`config.mk`:
```
export PLATFORM = sky130hd
export DESIGN_NAME = reg_alloc_unit
export DESIGN_NICKNAME = d
export VERILOG_FILES = /design/src/rtl/reg_alloc_unit.sv
export SDC_FILE = /design/constraint.sdc
export NUM_CORES = 1
export LEC_CHECK = 0
export ABC_AREA = 1
export BUFFER_PORTS_ARGS = -buffer_cell sky130_fd_sc_hd__buf_4
export CORE_MARGIN = 1
export CORE_UTILIZATION = 52
export CTS_CLUSTER_SIZE = 12
export DETAILED_ROUTE_END_ITERATION = 8
export GPL_TIMING_DRIVEN = 0
export HOLD_SLACK_MARGIN = 0.08
export PLACE_DENSITY = 0.74
export SKIP_CTS_REPAIR_TIMING = 1
export SLEW_MARGIN = 20
export SYNTH_ARGS = -nofsm -noshare
export SYNTH_HDL_FRONTEND = slang
export SYNTH_SLANG_ARGS = --single-unit
```
`constraint.sdc`:
```
create_clock -name clk -period 10.3 [get_ports clk]
set_input_delay 0.515 -clock clk [delete_from_list [all_inputs] [get_ports clk]]
set_output_delay 0.515 -clock clk [all_outputs]
set_load 0.01 [all_outputs]
```
`src/rtl/reg_alloc_unit.sv`:
```
// rtl/reg_alloc_unit.sv - per-warp register-pair allocator with combinational lookup
//
// Purpose: hands each newly launched hardware warp a private set of physical
// register pairs out of a shared pool, one pair per cycle. It returns the pairs
// to the pool when the warp exits. It also translates (warp, architectural
// register) into a physical register address for the register-file stage.
//
// Ports:
//   clk, rst                 clock, asynchronous active-low reset
//   Update_TM_RAU            allocation request pulse
//   Nreg_TM_RAU              pairs requested (0..MAX_PAIRS legal)
//   HWWarpID_TM_RAU          hardware warp being launched
//   SWWarpID_TM_RAU          software warp ID stored for that warp
//   Alloc_BusyBar_RAU_TM     1 = idle, can accept an Update (registered)
//   Exit_IB_RAU_TM           warp exit pulse
//   WarpID_IU_TM             exiting warp
//   WarpID_RF_RAU            lookup warp
//   ArchReg_RF_RAU           lookup architectural register
//   PhyReg_RAU_RF            physical register address (combinational)
//   Valid_RAU_RF             lookup hit (combinational)
//   SWWarpID_RAU_RF          stored software ID of the lookup warp (combinational)
//   FreePairs_RAU            number of unowned pairs (registered)
//   Err_RAU                  sticky protocol error, cleared only by reset
//
// Port widths are sized for the default parameter set (8 warps, 16 pairs, 4 per warp).

module reg_alloc_unit #(
  parameter int NUM_WARPS = 8,
  parameter int NUM_PAIRS = 16,
  parameter int MAX_PAIRS = 4
) (
  input  logic       clk,
  input  logic       rst,
  input  logic       Update_TM_RAU,
  input  logic [2:0] Nreg_TM_RAU,
  input  logic [2:0] HWWarpID_TM_RAU,
  input  logic [7:0] SWWarpID_TM_RAU,
  output logic       Alloc_BusyBar_RAU_TM,
  input  logic       Exit_IB_RAU_TM,
  input  logic [2:0] WarpID_IU_TM,
  input  logic [2:0] WarpID_RF_RAU,
  input  logic [2:0] ArchReg_RF_RAU,
  output logic [4:0] PhyReg_RAU_RF,
  output logic       Valid_RAU_RF,
  output logic [7:0] SWWarpID_RAU_RF,
  output logic [4:0] FreePairs_RAU,
  output logic       Err_RAU
);

  typedef enum logic {S_IDLE = 1'b0, S_ALLOC = 1'b1} state_t;

  state_t                 r_state;
  state_t                 w_state_nxt;
  logic [NUM_PAIRS-1:0]   r_bitmap;
  logic [NUM_WARPS-1:0]   r_valid;
  logic [2:0]             r_npairs [NUM_WARPS];
  logic [3:0]             r_slot   [NUM_WARPS][MAX_PAIRS];
  logic [7:0]             r_swid   [NUM_WARPS];
  logic [2:0]             r_aw;     // warp currently being allocated
  logic [2:0]             r_an;     // pairs it asked for
  logic [2:0]             r_k;      // pairs granted so far
  logic [4:0]             r_free;
  logic                   r_err;

  logic                   w_idle;
  logic                   w_upd_ok;
  logic                   w_upd_bad;
  logic                   w_exit_ok;
  logic                   w_exit_bad;
  logic                   w_found;
  logic [3:0]             w_idx;
  logic                   w_grant;
  logic                   w_last;
  logic                   w_fail;
  logic [NUM_PAIRS-1:0]   w_freemask;
  logic [NUM_PAIRS-1:0]   w_allocmask;
  logic [NUM_PAIRS-1:0]   w_bitmap_nxt;
  logic [4:0]             w_used;
  logic [1:0]             w_lp;
  logic                   w_lv;

  assign w_idle     = (r_state == S_IDLE);
  assign w_upd_ok   = Update_TM_RAU && w_idle && (Nreg_TM_RAU <= 3'(MAX_PAIRS))
                      && !r_valid[HWWarpID_TM_RAU];
  assign w_upd_bad  = Update_TM_RAU && !w_upd_ok;
  // The warp mid-allocation cannot exit: its slot list is still being built.
  assign w_exit_ok  = Exit_IB_RAU_TM && r_valid[WarpID_IU_TM]
                      && !(!w_idle && (WarpID_IU_TM == r_aw));
  assign w_exit_bad = Exit_IB_RAU_TM && !w_exit_ok;

  // Lowest free pair. Scanning downward lets the last hit (lowest index) win.
  // It looks at the pre-exit bitmap, so pairs freed this cycle are reused next cycle.
  always_comb begin
    w_found = 1'b0;
    w_idx   = '0;
    for (int i = NUM_PAIRS - 1; i >= 0; i--) begin
      if (!r_bitmap[i]) begin
        w_found = 1'b1;
        w_idx   = 4'(i);
      end
    end
  end

  assign w_grant = !w_idle && w_found;
  assign w_last  = w_grant && ((r_k + 3'd1) == r_an);
  assign w_fail  = !w_idle && !w_found;

  always_comb begin
    w_freemask = '0;
    if (w_exit_ok) begin
      for (int s = 0; s < MAX_PAIRS; s++) begin
        if (3'(s) < r_npairs[WarpID_IU_TM]) begin
          w_freemask[r_slot[WarpID_IU_TM][s]] = 1'b1;
        end
      end
    end
  end

  always_comb begin
    w_allocmask = '0;
    if (w_grant) begin
      w_allocmask[w_idx] = 1'b1;
    end
  end

  assign w_bitmap_nxt = (r_bitmap & ~w_freemask) | w_allocmask;

  always_comb begin
    w_used = '0;
    for (int i = 0; i < NUM_PAIRS; i++) begin
      w_used = w_used + 5'(w_bitmap_nxt[i]);
    end
  end

  // FSM: state register
  always_ff @(posedge clk or negedge rst) begin
    if (!rst) begin
      r_state <= S_IDLE;
    end else begin
      r_state <= w_state_nxt;
    end
  end

  // FSM: next state
  always_comb begin
    w_state_nxt = r_state;
    case (r_state)
      S_IDLE: begin
        if (w_upd_ok && (Nreg_TM_RAU != 3'd0)) begin
          w_state_nxt = S_ALLOC;
        end
      end
      S_ALLOC: begin
        if (w_last || w_fail) begin
          w_state_nxt = S_IDLE;
        end
      end
      default: w_state_nxt = S_IDLE;
    endcase
  end

  // FSM: outputs
  always_comb begin
    Alloc_BusyBar_RAU_TM = (r_state == S_IDLE);
  end

  // Datapath: pool bitmap, per-warp tables, allocation progress
  always_ff @(posedge clk or negedge rst) begin
    if (!rst) begin
      r_bitmap <= '0;
      r_valid  <= '0;
      r_aw     <= '0;
      r_an     <= '0;
      r_k      <= '0;
      r_free   <= 5'(NUM_PAIRS);
      r_err    <= 1'b0;
      for (int w = 0; w < NUM_WARPS; w++) begin
        r_npairs[w] <= '0;
        r_swid[w]   <= '0;
        for (int s = 0; s < MAX_PAIRS; s++) begin
          r_slot[w][s] <= '0;
        end
      end
    end else begin
      r_bitmap <= w_bitmap_nxt;
      r_free   <= 5'(NUM_PAIRS) - w_used;
      if (w_upd_bad || w_exit_bad || w_fail) begin
        r_err <= 1'b1;
      end
      if (w_exit_ok) begin
        r_valid[WarpID_IU_TM] <= 1'b0;
      end
      if (w_upd_ok) begin
        r_valid[HWWarpID_TM_RAU]  <= 1'b1;
        r_npairs[HWWarpID_TM_RAU] <= Nreg_TM_RAU;
        r_swid[HWWarpID_TM_RAU]   <= SWWarpID_TM_RAU;
        r_aw                      <= HWWarpID_TM_RAU;
        r_an                      <= Nreg_TM_RAU;
        r_k                       <= '0;
      end
      if (w_grant) begin
        r_slot[r_aw][r_k[1:0]] <= w_idx;
        r_k                    <= r_k + 3'd1;
      end
      // Pool exhausted: the warp keeps what it already got.
      if (w_fail) begin
        r_npairs[r_aw] <= r_k;
      end
    end
  end

  // Lookup: each pair holds an even/odd register couple selected by ArchReg[0].
  assign w_lp = ArchReg_RF_RAU[2:1];
  assign w_lv = r_valid[WarpID_RF_RAU]
                && ({1'b0, w_lp} < r_npairs[WarpID_RF_RAU])
                && (w_idle || (WarpID_RF_RAU != r_aw) || ({1'b0, w_lp} < r_k));

  assign Valid_RAU_RF    = w_lv;
  assign PhyReg_RAU_RF   = w_lv ? {r_slot[WarpID_RF_RAU][w_lp], ArchReg_RF_RAU[0]} : 5'd0;
  assign SWWarpID_RAU_RF = r_swid[WarpID_RF_RAU];
  assign FreePairs_RAU   = r_free;
  assign Err_RAU         = r_err;

endmodule

```
==> metrics.csv, run 1 <==
stage,metric,value,unit
grt,grt_overflow,0,
sta,fin_crit,5.88,ns
sta,finalSetupTns,0,ns
floorplanning,design.core.area,28100,um2
power_and_ir_drop,comb_power_share,25.5,%
floorplanning,die_h,172,um
sta,slew_headroom,23.5,%
sta,setup_viol,0,
floorplanning,start_util,53.4,%
logic_synthesis,synth_top_area_share,42.5,%
logic_synthesis,netlist_area,15000,um2
power_and_ir_drop,p_int,2080,uW
floorplanning,rows,61,
cts,h-tree-depth,1,
floorplanning,die_area,29500,um2
power_and_ir_drop,p_sw_share,35.8,%
place,port_buffers,44,
cts,clock-sinks,256,
status,status,"finished, final reports clean",
route,routedWlPerCell,23.1,um
cts,numCtsBuffers,29,
finish,finalNetCount,2183,
setup_path,path_class,primary input to flop,
cts,clk_latency,0.59,ns
cts,cts_tree,done,
sta,min_period_over_period,57.1,%
power_and_ir_drop,power_frac_clock,32.8,%
sta,finClkSkew,0.0186,ns
cts,path_clk_slew,0.06,ns
logic_synthesis,synth_area_leaders,"dfrtp_1, nand2_1, o21ai_0",
cts,cts.path.max_buffers,3,
logic_synthesis,synth_fp_nets,2104,
power_and_ir_drop,p_leak,0.00755,uW
place,hpwl,43100,um
route,via_per_inst,6.09,
setup_path,cp-end-kind,flop,
setup_path,timing.rr.start,r_bitmap[15],
finish,drive_above_1_share,9.96,%
setup_path,critPathRequiredTime,10.81,ns
finish,mostFrequentLayoutCell,nand2_1,
place,dpl-instance-area,15900,um2
sta,tightest_slew,1.14,ns
route,final_antenna_net_count,0,
finish,fin_area,16900,um2
floorplanning,chipWidth,172,um
logic_synthesis,yosysUniqueCellTypes,47,
logic_synthesis,syn_avg_cell_area,7.32,um2
setup_path,cp-start-kind,primary input,
grt,grt_max_degree,92,
cts,clockRootBuffer,clkbuf_16,
sta,rsz0062_at_grt,no,
setup_path,cp.arrival,6.40,ns
finish,layout_common_cells,"nand2_1, o21ai_0, dfrtp_1",
logic_synthesis,synth_top_cell_by_area,dfrtp_1,
power_and_ir_drop,p_per_area,192,nW/um2
sta,maxSlewViolCount,0,
place,globalplace.congestion,1.08,
floorplanning,ioPinCount,48,
route,drt_wl_total,58300,um
setup_path,cp-startpoint,WarpID_IU_TM[1],
power_and_ir_drop,ir_drop,0.150,mV
logic_synthesis,yosysSeqAreaShare,42.7,%
job,maxCapViolCount,0,
route,drt-initial-drc-count,1932,
grt,grt_pass1_vias,14400,
sta,hold_viol,0,
logic_synthesis,synthCells,2049,
hold_path,hold_start,Update_TM_RAU,
finish,areaGrowthSynthToFinish,12.5,%
setup_path,worstPathMaxFanout,10,
power_and_ir_drop,seq_power_share,41.7,%
power_and_ir_drop,p_switching,1160,uW
grt,antenna_found_initial,3,
logic_synthesis,ys_ff_latch,256,
route,drc,0,
sta,fmaxAchievable,170,MHz
route,drt_pass1_iterations,8,
grt,grt_use_total,40.5,%
logic_synthesis,ys_warn_count,0,
hold_path,hp-class,primary input to flop,
route,via_count,15400,
grt,grt_pass1_wl,87500,um
[sequential cells by signal, summed over array words and instances (netlist names), 3 cells and up]
register and flops:
r_aw 3, r_swid 64, r_bitmap 16, r_k 3
FreePairs_RAU 5, r_an 3, r_slot 128, r_valid 8
r_npairs 24
[worst paths after layout]
path	slack, ns	to	depth (start not counted)
setup / recovery	4.42	FreePairs_RAU[4]	23
hold / removal	0.17	Err_RAU	3
setup reg to reg	4.58	FreePairs_RAU[4]	32
hold reg to reg	0.48	r_swid[48]	2
max in group asynchronous	8.89	FreePairs_RAU[4]	4
min in group asynchronous	0.38	r_slot[66]	2
[critical path, cell delays in order]
cell and delay [ns]:
buf_4 0.13, inv_2 0.13, clkbuf_1 0.66, a21oi_1 0.14, a31oi_1 0.26, nand2_2 0.18
inv_2 0.20, buf_2 0.26, o21ai_1 0.11, nand2_1 0.07, nand2_1 0.09, fa_1 0.55
inv_1 0.04, ha_1 0.20, fa_1 0.50, inv_1 0.05, fa_1 0.44, fa_1 0.50
fa_1 0.55, inv_1 0.04, ha_1 0.20, fa_1 0.37, xor2_1 0.19
[power by group through the flow]
stage,Combinational (uW),Sequential (uW),Clock [uW]
3_3_place_gp,771,1350,0
5_1_grt,907,1370,1100
6_report,826,1350,1060
3_5_place_dp,799,1360,0
4_1_cts,806,1340,1060
2_1_floorplan,525,1310,0
[Yosys cell counts (all sizes together)]
master   instances
a221oi           6
clkinv           6
nor2           148
a21oi          119
fa              11
a221o            2
a211oi           3
buf             53
dfstp            1
nand3           64
a21o             1
o31ai            6
inv            168
and2             7
o21ai          368
dfrtp          255
a2111oi          1
ha              17
nand4           18
a22oi            1
o221ai           2
o211ai          21
xor2             3
nand2          635
o22ai           44
clkbuf          52
or2              1
a31oi           11
nand3b           2
xnor2            2
nor3            13
o311ai           8
[metal layers]
layer  GRT usage, %  vias up  part of all wire (%)
met5              0        -                     0
met1           52.4     7288                    40
met3           8.40      236                    10
met4           24.9        0                   7.3
li1               -     6967                     -
met2           62.2      910                    43
[stage by stage]
step                hold WS, ns  setup WS [ns]  power [uW]  utilization (%)  instances
finish                    0.173           4.42        3240             60.1       2527
global route              0.190           4.11        3370             60.1       2526
CTS                      -0.217           4.47        3200             60.0       2525
detailed placement        0.385           3.92        2160             56.6       2474
global placement          0.460           3.92        2120             56.3       2471
floorplan                 0.219           4.85        1840                -       2049
[logic make-up (layout without fill, tap and decap cells)]
group                    after synthesis  after routing  synth area share, %
flip-flops                           256            256                 42.7
XOR/XNOR                               5              5                0.292
buffers and inverters                279            378                 7.93
AND/OR/NAND/NOR                      888            888                 24.6
AO/OA/AOI/OAI                        593            593                 21.5
adder cells (fa/ha/maj)               28             28                 2.89
other                                  0              1                    0
[layout make-up]
cell class / count / area [um2]
Antenna cell: 1 / 2.50
Buffer: 105 / 534
Clock buffer: 39 / 823
Clock inverter: 12 / 131
Fill cell: 2677 / 11200
Inverter: 174 / 656
Multi-Input combinational cell: 1514 / 7420
Sequential cell: 256 / 6410
Tap cell: 378 / 473
Timing Repair Buffer: 48 / 430
Power figures use the tool's default switching activity.
==> inputs of run 2 (changes only) <==
- ABC_AREA: 1 -> 0
- PLACE_DENSITY: 0.74 -> 0.76
- clock period: 10.3 -> 4.73 ns (I/O delays scaled with it)
==> metrics.csv, run 2 <==
stage,metric,value,unit,change
status,status,"complete, but fails checks",,"was finished, final reports clean"
status,violations,setup timing,,
grt,grt_use_total,31.3,%,was 40.5%
power_and_ir_drop,finalPower,9560,uW,was 3240 uW
hold_path,hp-class,primary input to async pin,,was primary input to flop
place,port_buffers,42,,was 44
sta,finClkSkew,0.0358,ns,was 0.0186 ns
cts,h-tree-depth,1,,unchanged
logic_synthesis,syn_avg_cell_area,12.4,um2,was 7.32 um2
floorplanning,ioPinCount,48,,unchanged
setup_path,r2r_cells,18,,was 32
grt,grt_overflow,0,,unchanged
logic_synthesis,synth_top_cell_by_area,dfrtp_1,,unchanged
grt,antenna_found_initial,0,,was 3
setup_path,critPathRequiredTime,5.15,ns,was 10.81 ns
sta,fin_ws,-0.928,ns,was 4.42 ns
place,preCtsSetupSlack,-1.56,ns,was 3.92 ns
finish,finalNetCount,1348,,was 2183
sta,slew_headroom,20.5,%,was 23.5%
setup_path,critPathBufInv,4,,was 8
finish,areaGrowthSynthToFinish,13.9,%,was 12.5%
logic_synthesis,yosysSeqAreaShare,42.8,%,was 42.7%
route,drc,0,,unchanged
logic_synthesis,yosysUniqueCellTypes,77,,was 47
place,hpwl,32400,um,was 43100 um
job,maxCapViolCount,0,,unchanged
logic_synthesis,synthTopCellsByCount,"dfrtp_1, mux2_2, mux4_2, nand2_1, mux2i_1",,"was nand2_1, o21ai_0, dfrtp_1"
sta,fin_crit,5.66,ns,
logic_synthesis,ys_warn_count,0,,unchanged
floorplanning,rows,61,,unchanged
finish,top_register,r_slot,,unchanged
finish,fillers,2171,,was 2677
finish,largest_registers,"r_slot (128), r_swid (64), r_npairs (24)",,unchanged
setup_path,crit_path_end,FreePairs_RAU[3],,was FreePairs_RAU[4]
grt,grt_pass1_vias,11300,,was 14400
power_and_ir_drop,p_per_area,561,nW/um2,was 192 nW/um2
sta,min_period_over_period,120,%,
setup_path,crit_chain,mux4_2 -> mux2_4 -> nand4b_4 -> o22ai_4 -> o221ai_2 -> o31a_1 -> fa_1 -> ha_2 -> fa_1 -> inv_2 -> fa_2 -> inv_2 -> fa_2 -> inv_2 -> fa_1 -> inv_2 -> ha_4 -> fa_2,,was buf_4 -> inv_2 -> clkbuf_1 -> a21oi_1 -> a31oi_1 -> nand2_2 -> inv_2 -> buf_2 -> o21ai_1 -> nand2_1 -> nand2_1 -> fa_1 -> inv_1 -> ha_1 -> fa_1 -> inv_1 -> fa_1 -> fa_1 -> fa_1 -> inv_1 -> ha_1 -> fa_1 -> xor2_1
logic_synthesis,synth_most_common_cell,dfrtp_1,,was nand2_1
floorplanning,design.core.area,28000,um2,was 28100 um2
setup_path,reg2reg_slack,-0.93,ns,was 4.58 ns
setup_path,crit_top_cell,inv_2,,was fa_1
sta,maxSlewViolCount,0,,unchanged
setup_path,r2r-end,FreePairs_RAU[3],,was FreePairs_RAU[4]
setup_path,cp-startpoint,r_npairs[5],,was WarpID_IU_TM[1]
cts,numCtsBuffers,28,,was 29
finish,multi_input_comb_area,8210,um2,was 7420 um2
cts,clock-sinks,256,,unchanged
grt,grt_max_degree,82,,was 92
place,globalplace.congestion,1.01,,was 1.08
route,routedWlPerCell,26.5,um,was 23.1 um
finish,seq_area,6410,um2,unchanged
floorplanning,chipWidth,172,um,about the same
setup_path,timing.rr.start,r_npairs[5],,was r_bitmap[15]
floorplanning,die_area,29400,um2,was 29500 um2
route,drt_pass1_iterations,5,,was 8
floorplanning,start_util,53.4,%,about the same
route,via_per_inst,6.66,,was 6.09
cts,cts.path.max_buffers,3,,unchanged
sta,setup_viol,4,,was 0
setup_path,path_class,flop to flop,,was primary input to flop
cts,clk_latency,0.57,ns,was 0.59 ns
logic_synthesis,ys_ff_latch,256,,unchanged
finish,largest_reg_flops,128,,unchanged
cts,cts_tree,done,,unchanged
logic_synthesis,synth_top_area_share,42.7,%,was 42.5%
sta,tightest_slew,1.18,ns,was 1.14 ns
logic_synthesis,synth_edf_count,0,,unchanged
setup_path,worstPathMaxFanout,8,,was 10
power_and_ir_drop,ir_drop,0.391,mV,was 0.150 mV
route,drt_wl_total,44700,um,was 58300 um
logic_synthesis,synth_area_leaders,"dfrtp_1, mux2_2, mux4_2",,"was dfrtp_1, nand2_1, o21ai_0"
finish,drive_above_1_share,34.6,%,was 9.96%
finish,diodes,0,,was 1
logic_synthesis,synth_fp_nets,1258,,was 2104
logic_synthesis,netlist_area,15000,um2,about the same
route,final_antenna_net_count,0,,unchanged
setup_path,cp.arrival,6.07,ns,was 6.40 ns
setup_path,cpPeakStageDelay,0.52,ns,was 0.66 ns
setup_path,cp-start-kind,flop,,was primary input
finish,layout_common_cells,"dfrtp_1, mux2_2, mux4_2",,"was nand2_1, o21ai_0, dfrtp_1"
logic_synthesis,ys.flop_type,dfrtp_1,,unchanged
floorplanning,die_h,172,um,about the same
sta,rsz0062_at_grt,yes,,was no
logic_synthesis,synthCells,1203,,was 2049
setup_path,crit_cells,18,,was 23
grt,grt_pass1_wl,68100,um,was 87500 um
setup_path,cp-end-kind,flop,,unchanged
sta,hold_viol,0,,unchanged
finish,mostFrequentLayoutCell,dfrtp_1,,was nand2_1
cts,path_clk_slew,0.06,ns,about the same
sta,fmaxAchievable,177,MHz,
route,via_count,11200,,was 15400
cts,clockRootBuffer,clkbuf_16,,unchanged
setup_path,cp_top_family,adder cells,,unchanged
power_and_ir_drop,p_leak,0.00743,uW,was 0.00755 uW
logic_synthesis,async_flop_share,100,%,unchanged
route,drt-initial-drc-count,1156,,was 1932
setup_path,slowest_stage,fa_2,,was clkbuf_1
-- run 2: cell count changes after synthesis, moves of 40 or more --
cell	before	now
nand2_1	619	85
o21ai_0	321	15
mux2_2	0	199
inv_1	149	30
mux4_2	0	85
nor2_1	125	49
a21oi_1	118	44
mux2i_1	0	52
o22ai_1	40	0
-- run 2: power by group --
| part | internal, uW | switching (uW) |
|---|---|---|
| Combinational | 1760 | 1890 |
| Sequential | 3040 | 693 |
| Clock | 1270 | 903 |
| Total | 6070 | 3490 |
-- run 2: area by class of cell --
| cell class | count | share of cell area [%] |
|---|---|---|
| Sequential cell | 256 | 37.6 |
| Multi-Input combinational cell | 833 | 48.2 |
| Tap cell | 378 | 2.78 |
| Inverter | 33 | 0.727 |
| Clock buffer | 40 | 4.67 |
| Buffer | 81 | 2.23 |
| Clock inverter | 8 | 0.617 |
| Timing Repair Buffer | 60 | 3.20 |
-- run 2: worst register-to-register path, cell delays in order (launching register included) --
cell,delay (ns)
dfrtp_1,0.40
mux4_2,0.51
mux2_4,0.31
nand4b_4,0.30
o22ai_4,0.32
o221ai_2,0.14
o31a_1,0.28
fa_1,0.51
ha_2,0.21
fa_1,0.49
inv_2,0.04
fa_2,0.52
inv_2,0.04
fa_2,0.35
inv_2,0.06
fa_1,0.39
inv_2,0.08
ha_4,0.12
fa_2,0.41
-- run 2: worst min-delay path by stage --
| stage | from | endpoint | slack [ns] | cells after the start |
|---|---|---|---|---|
| after detailed placement | rst | r_slot[13] | 0.16 | 1 |
| after global routing | rst | r_slot[61] | 0.18 | 2 |
| final | rst | r_slot[61] | 0.16 | 2 |
| after CTS | rst | r_slot[78] | -0.43 | 1 |
| after global placement | r_swid[54] | r_swid[54] | 0.46 | 1 |
| after floorplan | rst | Err_RAU | -0.06 | 0 |
-- run 2: kinds of logic after synthesis --
logic type	count (synthesis)	synth area share, %
AO/OA/AOI/OAI	180	8.67
XOR/XNOR	11	0.644
adder cells (fa/ha/maj)	28	2.89
buffers and inverters	114	3.23
flip-flops	256	42.8
multiplexers	353	32.7
AND/OR/NAND/NOR	261	9.05
-- run 2: through the flow --
stage               hold slack, ns  std cells  area [um2]  utilization (%)  TNS (ns)
CTS                         -0.435       1674       16800             60.0     -3.18
finish                       0.162       1689       17000             60.8     -2.62
global placement             0.463       1623       15800             56.4     -4.79
detailed placement           0.162       1626       15900             56.8     -5.12
global route                 0.181       1689       17000             60.8     -3.05
floorplan                  -0.0591       1203       15000                -     -1.29
-- run 2: per-layer routing --
layer	GRT usage [%]	routed length [um]	vias to the layer above
met2	50.7	21000	666
met4	10.8	1680	0
met5	0	0	-
li1	-	-	4753
met3	7.92	4440	141
met1	41.1	17600	5688
==> inputs of run 3 (changes only) <==
- RECOVER_POWER: not set -> 25
==> metrics.csv, run 3 (synthesized netlist as in run 2, its figures left out) <==
stage,metric,value,unit,change
setup_path,worstPathMaxFanout,8,,unchanged
status,violations,"capacitance limit, slew limit, setup timing",,was setup timing
cts,clk_latency,0.57,ns,about the same
power_and_ir_drop,p_per_area,562,nW/um2,was 561 nW/um2
sta,maxSlewViolCount,186,,was 0
floorplanning,start_util,53.4,%,unchanged
setup_path,critPathBufInv,4,,unchanged
cts,h-tree-depth,1,,unchanged
power_and_ir_drop,p_leak,0.00740,uW,was 0.00743 uW
finish,seq_area,6410,um2,unchanged
finish,mostFrequentLayoutCell,dfrtp_1,,unchanged
floorplanning,design.core.area,28000,um2,unchanged
setup_path,cp-end-kind,flop,,unchanged
place,port_buffers,42,,unchanged
sta,hold_viol,0,,unchanged
sta,fin_crit,5.66,ns,about the same
setup_path,cp.arrival,6.07,ns,about the same
power_and_ir_drop,p_switching,3480,uW,was 3490 uW
cts,clockRootBuffer,clkbuf_16,,unchanged
cts,numCtsBuffers,28,,unchanged
sta,min_period_over_period,120,%,about the same
finish,top_register,r_slot,,unchanged
status,status,"complete, but fails checks",,unchanged
hold_path,hp-class,primary input to flop,,was primary input to async pin
setup_path,cpPeakStageDelay,0.52,ns,about the same
finish,drive_above_1_share,34.6,%,about the same
power_and_ir_drop,seq_power_share,39.1,%,was 39.0%
power_and_ir_drop,ir_drop,0.388,mV,was 0.391 mV
grt,grt_overflow,0,,unchanged
setup_path,crit_chain,mux4_2 -> mux2_4 -> nand4b_4 -> o22ai_4 -> o221ai_2 -> o31a_1 -> fa_1 -> ha_2 -> fa_1 -> inv_2 -> fa_2 -> inv_2 -> fa_2 -> inv_2 -> fa_1 -> inv_2 -> ha_4 -> fa_2,,unchanged
cts,cts_tree,done,,unchanged
cts,cts.path.max_buffers,3,,unchanged
route,routedWlPerCell,26.5,um,about the same
place,preCtsSetupSlack,-1.56,ns,unchanged
setup_path,path_class,flop to flop,,unchanged
job,maxCapViolCount,3,,was 0
route,via_count,11400,,was 11200
floorplanning,die_area,29400,um2,unchanged
sta,slew_headroom,-62.6,%,was 20.5%
route,drt-initial-drc-count,1231,,was 1156
route,via_per_inst,6.74,,was 6.66
finish,areaGrowthSynthToFinish,13.6,%,was 13.9%
finish,stdcell_count,1689,,unchanged
floorplanning,die_h,172,um,unchanged
grt,grt_pass1_wl,68100,um,unchanged
setup_path,cp_top_family,adder cells,,unchanged
grt,grt_use_total,31.3,%,unchanged
route,final_antenna_net_count,0,,unchanged
finish,finalNetCount,1348,,unchanged
finish,largest_registers,"r_slot (128), r_swid (64), r_npairs (24)",,unchanged
setup_path,cp-start-kind,flop,,unchanged
finish,fin_area,17000,um2,about the same
sta,rsz0062_at_grt,yes,,unchanged
route,drt_pass1_iterations,7,,was 5
finish,fillers,2178,,was 2171
floorplanning,ioPinCount,48,,unchanged
sta,finClkSkew,0.0386,ns,was 0.0358 ns
grt,antenna_found_initial,0,,unchanged
place,globalplace.congestion,1.01,,unchanged
setup_path,critPathRequiredTime,5.15,ns,about the same
place,dpl-instance-area,15900,um2,unchanged
finish,largest_reg_flops,128,,unchanged
floorplanning,rows,61,,unchanged
grt,grt_pass1_vias,11300,,unchanged
power_and_ir_drop,finalPower,9550,uW,was 9560 uW
setup_path,slowest_stage,fa_2,,unchanged
grt,grt_max_degree,82,,unchanged
power_and_ir_drop,p_int,6070,uW,about the same
floorplanning,chipWidth,172,um,unchanged
route,drc,0,,unchanged
power_and_ir_drop,p_sw_share,36.5,%,about the same
power_and_ir_drop,comb_power_share,38.2,%,about the same
cts,clock-sinks,256,,unchanged
sta,fmaxAchievable,177,MHz,about the same
cts,path_clk_slew,0.06,ns,about the same
sta,tightest_slew,2.44,ns,was 1.18 ns
sta,fin_ws,-0.927,ns,was -0.928 ns
finish,layout_common_cells,"dfrtp_1, mux2_2, mux4_2",,unchanged
place,hpwl,32400,um,unchanged
setup_path,crit_top_cell,inv_2,,unchanged
sta,setup_viol,4,,unchanged
finish,multi_input_comb_area,8210,um2,unchanged
power_and_ir_drop,power_frac_clock,22.7,%,was 22.8%
route,drt_wl_total,44700,um,about the same
place,dpl.cell_count,1626,,unchanged
finish,diodes,0,,unchanged
## run 3: changes by cell type in the layout (fill, tap and decap cells not counted)
| cell | delta |
|---|---|
| clkbuf_2 | +2 |
| buf_16 | -2 |
| clkbuf_1 | +1 |
| buf_8 | -1 |
## run 3: worst paths after layout
kind                                    startpoint          endpoint  slack (ns)  cells after the start
min in group asynchronous                      rst        r_slot[61]        0.96                      2
worst max-delay path                  r_npairs[14]  FreePairs_RAU[3]       -0.93                     18
worst max register to register        r_npairs[14]  FreePairs_RAU[3]       -0.93                     18
worst min-delay path            HWWarpID_TM_RAU[0]           r_aw[0]        0.26                      2
max in group asynchronous                      rst       r_bitmap[0]        0.78                      3
worst min register to register          r_swid[59]        r_swid[59]        0.48                      1
## run 3: per-stage QoR
step / util [%] / hold WS [ns] / TNS [ns]
floorplan: - / -0.0591 / -1.29
global placement: 56.4 / 0.463 / -4.79
detailed placement: 56.8 / 0.162 / -5.12
CTS: 60.0 / -0.435 / -3.18
global route: 60.6 / 0.286 / -3.05
finish: 60.6 / 0.265 / -2.62
## run 3: metal layers
| layer | GRT usage (%) | wire (um) | up-vias |
|---|---|---|---|
| li1 | - | - | 4758 |
| met1 | 41.1 | 17200 | 5760 |
| met2 | 50.7 | 21000 | 715 |
| met3 | 7.92 | 4770 | 143 |
| met4 | 10.8 | 1770 | 0 |
| met5 | 0 | 0 | - |
## run 3: power by group through the flow
stage	Sequential [uW]	Clock, uW	Combinational, uW
floorplan	3450	0	2550
global placement	3660	0	3390
detailed placement	3720	0	3500
CTS	3690	2200	3520
global route	3810	2280	3900
finish	3730	2170	3650
## run 3: layout make-up
cell class	instances	area share (%)
Multi-Input combinational cell	833	48.3
Sequential cell	256	37.7
Clock buffer	40	4.69
Timing Repair Buffer	60	2.88
Tap cell	378	2.78
Buffer	81	2.24
Inverter	33	0.729
Clock inverter	8	0.619
## run 3: worst register-to-register path, stage by stage (launching register included)
cell and delay (ns):
dfrtp_1 0.41, mux4_2 0.49, mux2_4 0.32, nand4b_4 0.30, o22ai_4 0.32, o221ai_2 0.14, o31a_1 0.28, fa_1 0.51
ha_2 0.21, fa_1 0.49, inv_2 0.04, fa_2 0.52, inv_2 0.04, fa_2 0.35, inv_2 0.06, fa_1 0.39
inv_2 0.08, ha_4 0.12, fa_2 0.41
